===== src/rtl/mmcm_reconfig_pkg.sv =====
// Shared types and the stored DRP profile table for the MMCM reconfiguration controller.
// Each entry is read-modify-written: mask bit 1 keeps the bit read back from the MMCM.
package mmcm_reconfig_pkg;

  localparam int TBL_CFG    = 4;
  localparam int TBL_REGS   = 8;
  localparam int TBL_CFG_AW = 2;
  localparam int TBL_REG_AW = 3;

  typedef struct packed {
    logic [6:0]  addr;
    logic [15:0] mask;
    logic [15:0] data;
  } drp_entry_t;

  typedef enum logic [2:0] {
    ST_IDLE,
    ST_ASSERT_RST,
    ST_RD,
    ST_RD_WAIT,
    ST_WR,
    ST_WR_WAIT,
    ST_RELEASE,
    ST_WAIT_LOCK
  } state_t;

  // Preserve-everything write to CLKOUT0 reg1, used for unpopulated slots.
  localparam drp_entry_t DRP_NOOP = '{addr: 7'h08, mask: 16'hFFFF, data: 16'h0000};

  // Row order per profile: CLKOUT0 reg1/reg2, CLKFBOUT reg1/reg2, DIVCLK, LOCK1, LOCK2, FILT.
  localparam drp_entry_t PROFILE_TBL [TBL_CFG][TBL_REGS] = '{
    '{ '{7'h08, 16'h1000, 16'h0104}, '{7'h09, 16'hFC00, 16'h0000},
       '{7'h14, 16'h1000, 16'h0145}, '{7'h15, 16'hFC00, 16'h0000},
       '{7'h16, 16'hC000, 16'h1041}, '{7'h18, 16'hFC00, 16'h00FA},
       '{7'h19, 16'h8000, 16'h7C01}, '{7'h4E, 16'h66FF, 16'h0800} },
    '{ '{7'h08, 16'h1000, 16'h0145}, '{7'h09, 16'hFC00, 16'h0000},
       '{7'h14, 16'h1000, 16'h0186}, '{7'h15, 16'hFC00, 16'h0000},
       '{7'h16, 16'hC000, 16'h1041}, '{7'h18, 16'hFC00, 16'h00FA},
       '{7'h19, 16'h8000, 16'h7C01}, '{7'h4E, 16'h66FF, 16'h0900} },
    '{ '{7'h08, 16'h1000, 16'h0186}, '{7'h09, 16'hFC00, 16'h0000},
       '{7'h14, 16'h1000, 16'h0145}, '{7'h15, 16'hFC00, 16'h0000},
       '{7'h16, 16'hC000, 16'h1041}, '{7'h18, 16'hFC00, 16'h00C8},
       '{7'h19, 16'h8000, 16'h7C01}, '{7'h4E, 16'h66FF, 16'h1100} },
    '{ '{7'h08, 16'h1000, 16'h028A}, '{7'h09, 16'hFC00, 16'h0000},
       '{7'h14, 16'h1000, 16'h01C7}, '{7'h15, 16'hFC00, 16'h0000},
       '{7'h16, 16'hC000, 16'h1041}, '{7'h18, 16'hFC00, 16'h0096},
       '{7'h19, 16'h8000, 16'h7C01}, '{7'h4E, 16'h66FF, 16'h9000} }
  };

  // Read-modify-write merge: mask bit 1 keeps the MMCM's current bit.
  function automatic logic [15:0] drp_merge(logic [15:0] rd, logic [15:0] mask,
                                            logic [15:0] data);
    return (rd & mask) | (data & ~mask);
  endfunction

endpackage


===== src/rtl/mmcm_cfg_rom.sv =====
// Combinational profile lookup: (profile, register index) -> DRP entry.
// Indices outside the stored table return a harmless preserve-all entry.
module mmcm_cfg_rom
  import mmcm_reconfig_pkg::*;
#(
  parameter int SEL_W = 2,
  parameter int IDX_W = 3
) (
  input  logic [SEL_W-1:0] sel,
  input  logic [IDX_W-1:0] idx,
  output drp_entry_t       entry
);

  logic [TBL_CFG_AW-1:0] cfg_a;
  logic [TBL_REG_AW-1:0] reg_a;

  // Table read with range guard.
  always_comb begin
    cfg_a = TBL_CFG_AW'(sel);
    reg_a = TBL_REG_AW'(idx);
    entry = DRP_NOOP;
    if ((int'(sel) < TBL_CFG) && (int'(idx) < TBL_REGS)) begin
      entry = PROFILE_TBL[cfg_a][reg_a];
    end
  end

endmodule


===== src/rtl/mmcm_reconfig_ctrl.sv =====
// Run-time MMCME2_ADV reconfiguration controller. Holds the MMCM in reset,
// read-modify-writes one stored profile over DRP, releases reset and
// qualifies LOCKED before reporting a usable clock.
module mmcm_reconfig_ctrl
  import mmcm_reconfig_pkg::*;
#(
  parameter int NUM_CFG      = 4,
  parameter int NUM_REGS     = 8,
  parameter int DRP_TIMEOUT  = 64,
  parameter int LOCK_TIMEOUT = 65536,
  parameter int LOCK_STABLE  = 256,
  parameter int SEL_W        = (NUM_CFG > 1) ? $clog2(NUM_CFG) : 1
) (
  input  logic             i_clk,
  input  logic             i_rst_n,
  input  logic             i_cfg_req,
  input  logic [SEL_W-1:0] i_cfg_sel,
  output logic             o_cfg_busy,
  output logic             o_cfg_done,
  output logic             o_cfg_err,
  output logic             o_locked,
  output logic [6:0]       o_daddr,
  output logic [15:0]      o_di,
  input  logic [15:0]      i_do,
  output logic             o_den,
  output logic             o_dwe,
  input  logic             i_drdy,
  output logic             o_mmcm_rst,
  input  logic             i_mmcm_locked
);

  localparam int IDX_W   = (NUM_REGS > 1) ? $clog2(NUM_REGS) : 1;
  localparam int TMO_MAX = (DRP_TIMEOUT > LOCK_TIMEOUT) ? DRP_TIMEOUT : LOCK_TIMEOUT;
  localparam int TMO_W   = $clog2(TMO_MAX + 1);
  localparam int STB_W   = $clog2(LOCK_STABLE + 1);

  localparam logic [TMO_W-1:0] DRP_TMO_CNT  = TMO_W'(DRP_TIMEOUT);
  localparam logic [TMO_W-1:0] LOCK_TMO_CNT = TMO_W'(LOCK_TIMEOUT);
  localparam logic [STB_W-1:0] STB_CNT      = STB_W'(LOCK_STABLE);

  state_t             state_q, state_d;
  logic [SEL_W-1:0]   sel_q, sel_d;
  logic [IDX_W-1:0]   idx_q, idx_d;
  logic [TMO_W-1:0]   tmo_q, tmo_d, tmo_inc;
  logic [STB_W-1:0]   stb_q, stb_d, stb_inc;
  logic               mmcm_rst_q, mmcm_rst_d;
  logic               done_q, done_d;
  logic               err_q, err_d;
  logic               qual_q, qual_d;
  logic               rd_cap;
  logic [15:0]        rd_q;
  logic               lock_s1, lock_s2;
  drp_entry_t         rom_entry;

  mmcm_cfg_rom #(
    .SEL_W (SEL_W),
    .IDX_W (IDX_W)
  ) u_rom (
    .sel   (sel_q),
    .idx   (idx_q),
    .entry (rom_entry)
  );

  // Two-flop synchroniser for the asynchronous LOCKED output.
  always_ff @(posedge i_clk or negedge i_rst_n) begin
    if (!i_rst_n) begin
      lock_s1 <= 1'b0;
      lock_s2 <= 1'b0;
    end else begin
      lock_s1 <= i_mmcm_locked;
      lock_s2 <= lock_s1;
    end
  end

  // Control state; reset lands in RELEASE so the bitstream profile is relocked.
  always_ff @(posedge i_clk or negedge i_rst_n) begin
    if (!i_rst_n) begin
      state_q    <= ST_RELEASE;
      sel_q      <= '0;
      idx_q      <= '0;
      tmo_q      <= '0;
      stb_q      <= '0;
      mmcm_rst_q <= 1'b1;
      done_q     <= 1'b0;
      err_q      <= 1'b0;
      qual_q     <= 1'b0;
    end else begin
      state_q    <= state_d;
      sel_q      <= sel_d;
      idx_q      <= idx_d;
      tmo_q      <= tmo_d;
      stb_q      <= stb_d;
      mmcm_rst_q <= mmcm_rst_d;
      done_q     <= done_d;
      err_q      <= err_d;
      qual_q     <= qual_d;
    end
  end

  // Read-back capture; data only, so no reset.
  always_ff @(posedge i_clk) begin
    if (rd_cap) begin
      rd_q <= i_do;
    end
  end

  assign tmo_inc = tmo_q + TMO_W'(1);
  assign stb_inc = stb_q + STB_W'(1);

  // Next-state and registered-output decode.
  always_comb begin
    state_d    = state_q;
    sel_d      = sel_q;
    idx_d      = idx_q;
    tmo_d      = tmo_q;
    stb_d      = stb_q;
    mmcm_rst_d = mmcm_rst_q;
    done_d     = 1'b0;
    err_d      = 1'b0;
    qual_d     = qual_q;
    rd_cap     = 1'b0;
    case (state_q)
      ST_IDLE: begin
        if (i_cfg_req) begin
          if (int'(i_cfg_sel) < NUM_CFG) begin
            sel_d      = i_cfg_sel;
            idx_d      = '0;
            mmcm_rst_d = 1'b1;
            qual_d     = 1'b0;
            state_d    = ST_ASSERT_RST;
          end else begin
            err_d = 1'b1;
          end
        end
      end
      ST_ASSERT_RST: state_d = ST_RD;
      ST_RD: begin
        tmo_d   = '0;
        state_d = ST_RD_WAIT;
      end
      ST_RD_WAIT: begin
        if (i_drdy) begin
          rd_cap  = 1'b1;
          state_d = ST_WR;
        end else if (tmo_inc == DRP_TMO_CNT) begin
          err_d   = 1'b1;
          state_d = ST_RELEASE;
        end else begin
          tmo_d = tmo_inc;
        end
      end
      ST_WR: begin
        tmo_d   = '0;
        state_d = ST_WR_WAIT;
      end
      ST_WR_WAIT: begin
        if (i_drdy) begin
          if (int'(idx_q) < NUM_REGS - 1) begin
            idx_d   = idx_q + IDX_W'(1);
            state_d = ST_RD;
          end else begin
            state_d = ST_RELEASE;
          end
        end else if (tmo_inc == DRP_TMO_CNT) begin
          // Partially written profile is still relocked; software re-requests.
          err_d   = 1'b1;
          state_d = ST_RELEASE;
        end else begin
          tmo_d = tmo_inc;
        end
      end
      ST_RELEASE: begin
        mmcm_rst_d = 1'b0;
        tmo_d      = '0;
        stb_d      = '0;
        state_d    = ST_WAIT_LOCK;
      end
      ST_WAIT_LOCK: begin
        stb_d = lock_s2 ? stb_inc : '0;
        tmo_d = tmo_inc;
        // Lock qualification takes priority over a coincident timeout.
        if (lock_s2 && (stb_inc == STB_CNT)) begin
          done_d  = 1'b1;
          qual_d  = 1'b1;
          state_d = ST_IDLE;
        end else if (tmo_inc == LOCK_TMO_CNT) begin
          err_d   = 1'b1;
          state_d = ST_IDLE;
        end
      end
      default: state_d = ST_RELEASE;
    endcase
  end

  // DRP strobes are Moore outputs of the single-cycle RD/WR states.
  always_comb begin
    o_den   = (state_q == ST_RD) || (state_q == ST_WR);
    o_dwe   = (state_q == ST_WR);
    o_daddr = o_den ? rom_entry.addr : 7'h00;
    o_di    = o_dwe ? drp_merge(rd_q, rom_entry.mask, rom_entry.data) : 16'h0000;
  end

  assign o_cfg_busy = (state_q != ST_IDLE);
  assign o_cfg_done = done_q;
  assign o_cfg_err  = err_q;
  assign o_mmcm_rst = mmcm_rst_q;
  assign o_locked   = (state_q == ST_IDLE) && qual_q && lock_s2;

endmodule


===== config.mk =====
export PLATFORM = sky130hd
export DESIGN_NAME = mmcm_reconfig_ctrl
export DESIGN_NICKNAME = d
export VERILOG_FILES = /design/src/rtl/mmcm_reconfig_pkg.sv /design/src/rtl/mmcm_cfg_rom.sv /design/src/rtl/mmcm_reconfig_ctrl.sv
export SDC_FILE = /design/constraint.sdc
export NUM_CORES = 1
export LEC_CHECK = 0
export ABC_AREA = 1
export CAP_MARGIN = 40
export CORE_ASPECT_RATIO = 1.2
export CORE_MARGIN = 2
export CORE_UTILIZATION = 59
export DETAILED_ROUTE_END_ITERATION = 6
export PLACE_DENSITY = 0.86
export RECOVER_POWER = 50
export SLEW_MARGIN = 10
export SYNTH_ARGS = -nofsm -noshare
export SYNTH_HDL_FRONTEND = slang
export SYNTH_SLANG_ARGS = --single-unit

===== constraint.sdc =====
create_clock -name i_clk -period 3.4 [get_ports i_clk]
set_input_delay 0.68 -clock i_clk [delete_from_list [all_inputs] [get_ports i_clk]]
set_output_delay 0.68 -clock i_clk [all_outputs]
set_load 0.05 [all_outputs]

==> impl_results.md <==
* Outcome: finished with violations
* Failing checks: max-capacitance violations, max-slew violations
* Die W at 74.7 um
* Register area at between 0.001 and 0.0015 mm^2
* Worst Tran Pin Value at approximately 1.6 ns
* RSZ-0062 raised after global routing: false
* Synth Instances at 487
* Worst-path fanout max at 8
* Clk Latency, worst-skew pair at around 0.32 ns
* Count of input and output buffers at 50
* Worst Path Required at about 2.7 ns
* EDFF count, synth at 15
* First-pass GRT wire length at approximately 14000 um
* Worst-path clk slew at 0.10 ns
* Clock root cell: clkbuf_8
* Register bit total from synthesis at 55
* CP max stage delay at between 0.8 and 0.9 ns
* CP Capture Type: output port
* Origin of the critical flop-to-flop path: tmo_q[0]$_DFFE_PN0P_
* Worst EP arrival at roughly 2.5 ns
* Clk_skew at ~0.0067 ns
* Simple-gate area share of the yosys netlist at 0.350
* Gr ovfl total at 0
* Die area at approximately 0.0066 mm^2
* Mux share of post-synthesis cell area at 0
* Chip height at slightly below 90 um
* IO Pins at between 50 and 60
* Fin Setup TNS at 0 ns
* DP Area at about 0.0041 mm^2
* Syn Nets at ~520
* Final Max Slew Viols at 30
* Final net count at between 500 and 600
* Initial antenna violation count at 0
* Xor and xnor area share after synthesis at 0.00990
* Max Cap Viol at 1
* Leak at roughly 2.0 nW
* Setup crit start kind: flop
* Crit path to: o_daddr[1]
* CTS H-tree lvls at 2
* Final-report hold violation count at 0
* Synth top area share at 0.262
* Final Cycle Share at 0.943
* Max Fclk at around 310 MHz
* WL/cell at about 14 um
* Pin count of the biggest net entering global routing at 30
* Ant diodes at 0
* Critical path class: reg2out
* Pwr Total at approximately 1.2 mW
* 1st-iter DRT viols at about 250
* Commonest cells in the netlist: 131 x nand2_1, 63 x nor2_1, 51 x inv_1, 51 x nand3_1, 37 x dfrtp_1
* Core ar. at between 0.005 and 0.006 mm^2
* FF-to-FF setup slack at between 1 and 1.5 ns
* Post-synthesis sequential area ratio at 0.411
* Crit. path cell count at 6
* Dpl ws at just over 0.3 ns
* Worst Setup SP: state_q[1]$_DFFE_PN1P_
* Mapped cell area at 0.00354 mm^2
* Worst hold slack at about 0.36 ns
* Slew HR at -0.0484
* Number of warnings issued by yosys at 0
* PD cells at ~270 mW/mm^2
* Post-route ant nets at 0
* Vias in the first global route at between 3k and 4k
* Worst path bufs/invs at 3
* Combinational family with the most area after synthesis: simple AND/OR/NAND/NOR gates
* Worst r2r dst: tmo_q[15]$_DFFE_PN0P_
* CTS Buf Count at 5
* Maximum clock path buffer count at 2
* Endpoints failing setup at 0
* DR DRC count at 0
* Synth Area per Inst at between 7 and 8 um^2
* VDD IR-drop max at 0.000269 V
* Via-to-Cell Ratio at 5.54
* Final WS setup at 0.193 ns
* Area contributors post-synth: dfrtp_1 26%, nand2_1 14%, edfxtp_1 13%
* Multi-input gate area at ~0.0018 mm^2
* TritonCTS clock tree: yes
* Hold Buf Count CTS at 0
* FF-to-FF path depth at 11
* Global-route usage over all layers at 0.275
* DPL Wire Length at 6200 um
* Area growth, synth to finish at 19.5%
* DR vias at roughly 3.4k
* Cells along the critical path: nand2_1 > inv_1 > nor2_1 > inv_1 > nor3_2 > clkdlybuf4s50_1
* CP max stage cell: clkdlybuf4s50_1
* Yosys top cell by area: dfrtp_1
* Worst min path class: in2async
* Clock Sinks at 55
* Post-synthesis compound-gate area fraction at 0.107
* Fillers at approximately 470
* Async S/R FF share, synth at 0.727
* Minimum clock period at approximately 3.2 ns
* Cell mode on critical path: inv_1
* Top-count cell post-synth: nand2_1
* Starting Density at 0.616
* First-pass DRT Iterations at 6
* Delay-heaviest family, CP: buffers and inverters
* Routability cong. at 0.905
* Layout cell share with drive strength beyond 1 at 0.0708
* Synth Flop Type: dfrtp_1
* # rows at 30
* Final Instance Area at approximately 0.0042 mm^2
* Post-Synth Adder-Cell Area at 0.0460
* Post-synth cell types at 41
* Final WL at between 8000 and 9000 um
==> how the worst min path moves through the flow <==
stage,start,to,cells after the start
after detailed placement,lock_s1$_DFF_PN0_,lock_s2$_DFF_PN0_,0
after global placement,lock_s1$_DFF_PN0_,lock_s2$_DFF_PN0_,0
after global routing,lock_s1$_DFF_PN0_,lock_s2$_DFF_PN0_,0
after CTS,i_rst_n,tmo_q[13]$_DFFE_PN0P_,1
after floorplan,lock_s1$_DFF_PN0_,lock_s2$_DFF_PN0_,0
final,i_rst_n,tmo_q[6]$_DFFE_PN0P_,1
==> per-stage QoR <==
stage / util / cells
after global placement: 0.715 / 608
after CTS: 0.737 / 617
final: 0.736 / 617
after global routing: 0.736 / 617
after detailed placement: 0.719 / 609
after floorplan: - / 487
==> routing by layer <==
metal	track usage	wire (um)	vias to the layer above
met3	0.0456	421	11
met4	0.0779	110	0
met2	0.488	4480	107
li1	-	-	1698
met1	0.345	3440	1604
met5	0	0	-
==> area by class of cell <==
| type | instances | share of cell area |
|---|---|---|
| Clock buffer | 5 | 0.0163 |
| Clock inverter | 3 | 0.00917 |
| Inverter | 54 | 0.0479 |
| Multi-Input combinational cell | 365 | 0.433 |
| Sequential cell | 55 | 0.344 |
| Tap cell | 80 | 0.0237 |
| Timing Repair Buffer | 55 | 0.125 |
==> registers in the layout, summed over array words and instances (netlist names) <==
signal / cells
lock_s1: 1
qual_q: 1
lock_s2: 1
idx_q: 3
state_q: 3
rd_q: 15
o_mmcm_rst: 1
o_cfg_done: 1
sel_q: 2
o_cfg_err: 1
stb_q: 9
tmo_q: 17
==> cells in the final DEF, fill, tap and decap left out, types with 5 or more instances in the layout <==
cell type,instances
nand3_1,51
nor2_1,63
nand4_1,7
ha_1,13
edfxtp_1,15
dlymetal6s2s_1,8
clkbuf_8,5
inv_1,51
nor2_2,5
nand2_1,131
dfrtp_1,37
buf_4,7
a21oi_1,19
nand3b_1,5
dlygate4sd3_1,16
clkdlybuf4s50_1,18
o21ai_0,32
==> power by group <==
| group | internal (mW) | switching, mW | total, mW |
|---|---|---|---|
| combinational | 0.0213 | 0.0224 | 0.0437 |
| clock | 0.216 | 0.214 | 0.430 |
| sequential | 0.682 | 0.00469 | 0.687 |
| total | 0.920 | 0.242 | 1.16 |
==> repair_timing <==
item                                    CTS  global route
cloned                                    0             0
endpoints found under the setup margin    3             8
hold endpoints to repair                  0             0
resized for setup                         3             8
pin swaps                                 0             0
buffers inserted                          0             0
==> cells by family after synthesis <==
group | count (synthesis)
fa+ha+maj | 13
flops | 55
other cells | 1
xor+xnor | 4
buf+inv | 67
simple gates | 280
compound gates | 67
Power figures use the tool's default switching activity.
==> variant (same settings) <==
`NUM_CFG`: 4 -> 16.
--- a/src/rtl/mmcm_reconfig_ctrl.sv
+++ b/src/rtl/mmcm_reconfig_ctrl.sv
@@ -6,3 +6,3 @@
 #(
-  parameter int NUM_CFG      = 4,
+  parameter int NUM_CFG      = 16,
   parameter int NUM_REGS     = 8,
Interface: changed (resized i_cfg_sel); port bits go from 53 to 55. No check against the original RTL was run, so the function may have changed too.
==> variant against the original RTL <==
- cell area is 6.5% higher
- sequential cell count is 3 higher
- synthesized cell count is 3.9% higher
- fmax is 2.4% lower
- routed wire length is 9.2% higher
- synthesized area is 4.7% higher
- total power is 14% higher
- combinational power is 7.8% higher
- setup slack worse by 0.080 ns
- die area is 4.4% higher
- worst hold slack worse by 0.0047 ns
==> variant: results (changes against the original RTL) <==
Run status
  • Status: finished clean

CTS
  • Clk_lat worst skew: 0.35 ns (+0.03 ns)
  • CTS sink cnt: 58 (+5.5%)
  • Worst-path clk slew: 0.07 ns (-0.03 ns)
  • Htree depth: 3 (+1)

Yosys
  • Synth top area cells: dfrtp_1 (26%), nand2_1 (13%), edfxtp_1 (13%)
  • Number of synthesized flops with an enable pin: 16 (+1)
  • Syn Nets: 545 (+4.2%)
  • Register area share after synthesis: 41.5% (+0.33 points)
  • Top cells by count, synth: nand2_1 (131), nor2_1 (77), inv_1 (54)
  • Adder-cell share of the synthesized area: 4.73% (+0.13 points)
  • Xor and xnor fraction of the mapped netlist area: 1.66% (+0.67 points)

STA
  • Rel. slew slack: 18.6% (+23 points)

Pwr
  • Clock power share: 41.5% (+4.4 points)
  • Peak VDD IR: 0.000328 V (+22%)
  • P_sw: 0.318 mW (+32%)

Final layout
  • Final-layout fill cell count: 495 (+6.5%)
  • Area of the multi-input gates: 1890 µm² (+3.3%)
  • Multi-In Gates: 377 (+3.3%)
  • Fraction of area in registers: 34.1% (-0.33 points)
  • Largest regs: tmo_q (17), rd_q (16), stb_q (9)
  • Nonclk inv count: 60 (+11%)
  • Clkbuf count: 10 (+5)
  • Area growth syn-to-layout: 21.6%

Detailed routing
  • Post-Route M1 WL: 4.12 mm (+20%)
  • Vias per Instance: 5.38 (-2.9%)
  • Final WL: 9.24 mm (+9.2%)
  • Met3 wire len: 529 µm (+26%)
  • First-pass DRT Iterations: 5 (-1)

GRT
  • Number of global-route vias before repair: 3404 (+6.5%)
  • GRT Util Overall: 28.4% (+0.84 points)
  • Met1 Use GR: 37.6% (+3.2 points)

Placed design
  • GPL Wtd Cong: 0.971 (+7.2%)
  • Dpl ws: 0.442 ns (+0.135 ns)
  • DP Wirelength: 6.92 mm (+12%)
  • IO Port Bufs: 53 (+6.0%)

Setup path
  • Arr. time, crit path: 2.61 ns (+0.08 ns)
  • Max FO, Critical Path: 13 (+5)

Worst hold path
  • Hold Path Class: flop to flop
## variant: changes by cell type in the layout (fill, tap and decap cells not counted), moves of 4 or more
cell and delta:
nor2_1 +14, buf_4 +12, o21ai_0 -11, o31ai_1 +4
clkbuf_8 +4
## variant: final timing paths
path                       startpoint       end  slack (ns)  cells after the start
max                          idx_q[0]  o_di[14]        0.11                      9
min                           lock_s1   lock_s2        0.36                      0
max reg2reg                  tmo_q[0]  tmo_q[8]        1.10                     14
min reg2reg                   lock_s1   lock_s2        0.36                      0
max in group asynchronous     i_rst_n  tmo_q[4]        1.20                      2
min in group asynchronous     i_rst_n  sel_q[1]        0.53                      1
## variant: critical path: stages (launching register included)
cell and delay, ns:
dfrtp_1 0.59, clkinv_1 0.18, ha_1 0.28, nor2_1 0.11, nor2_1 0.05, inv_1 0.08
nor2_1 0.04, o21ai_0 0.15, nor2_1 0.06, clkdlybuf4s50_1 0.72
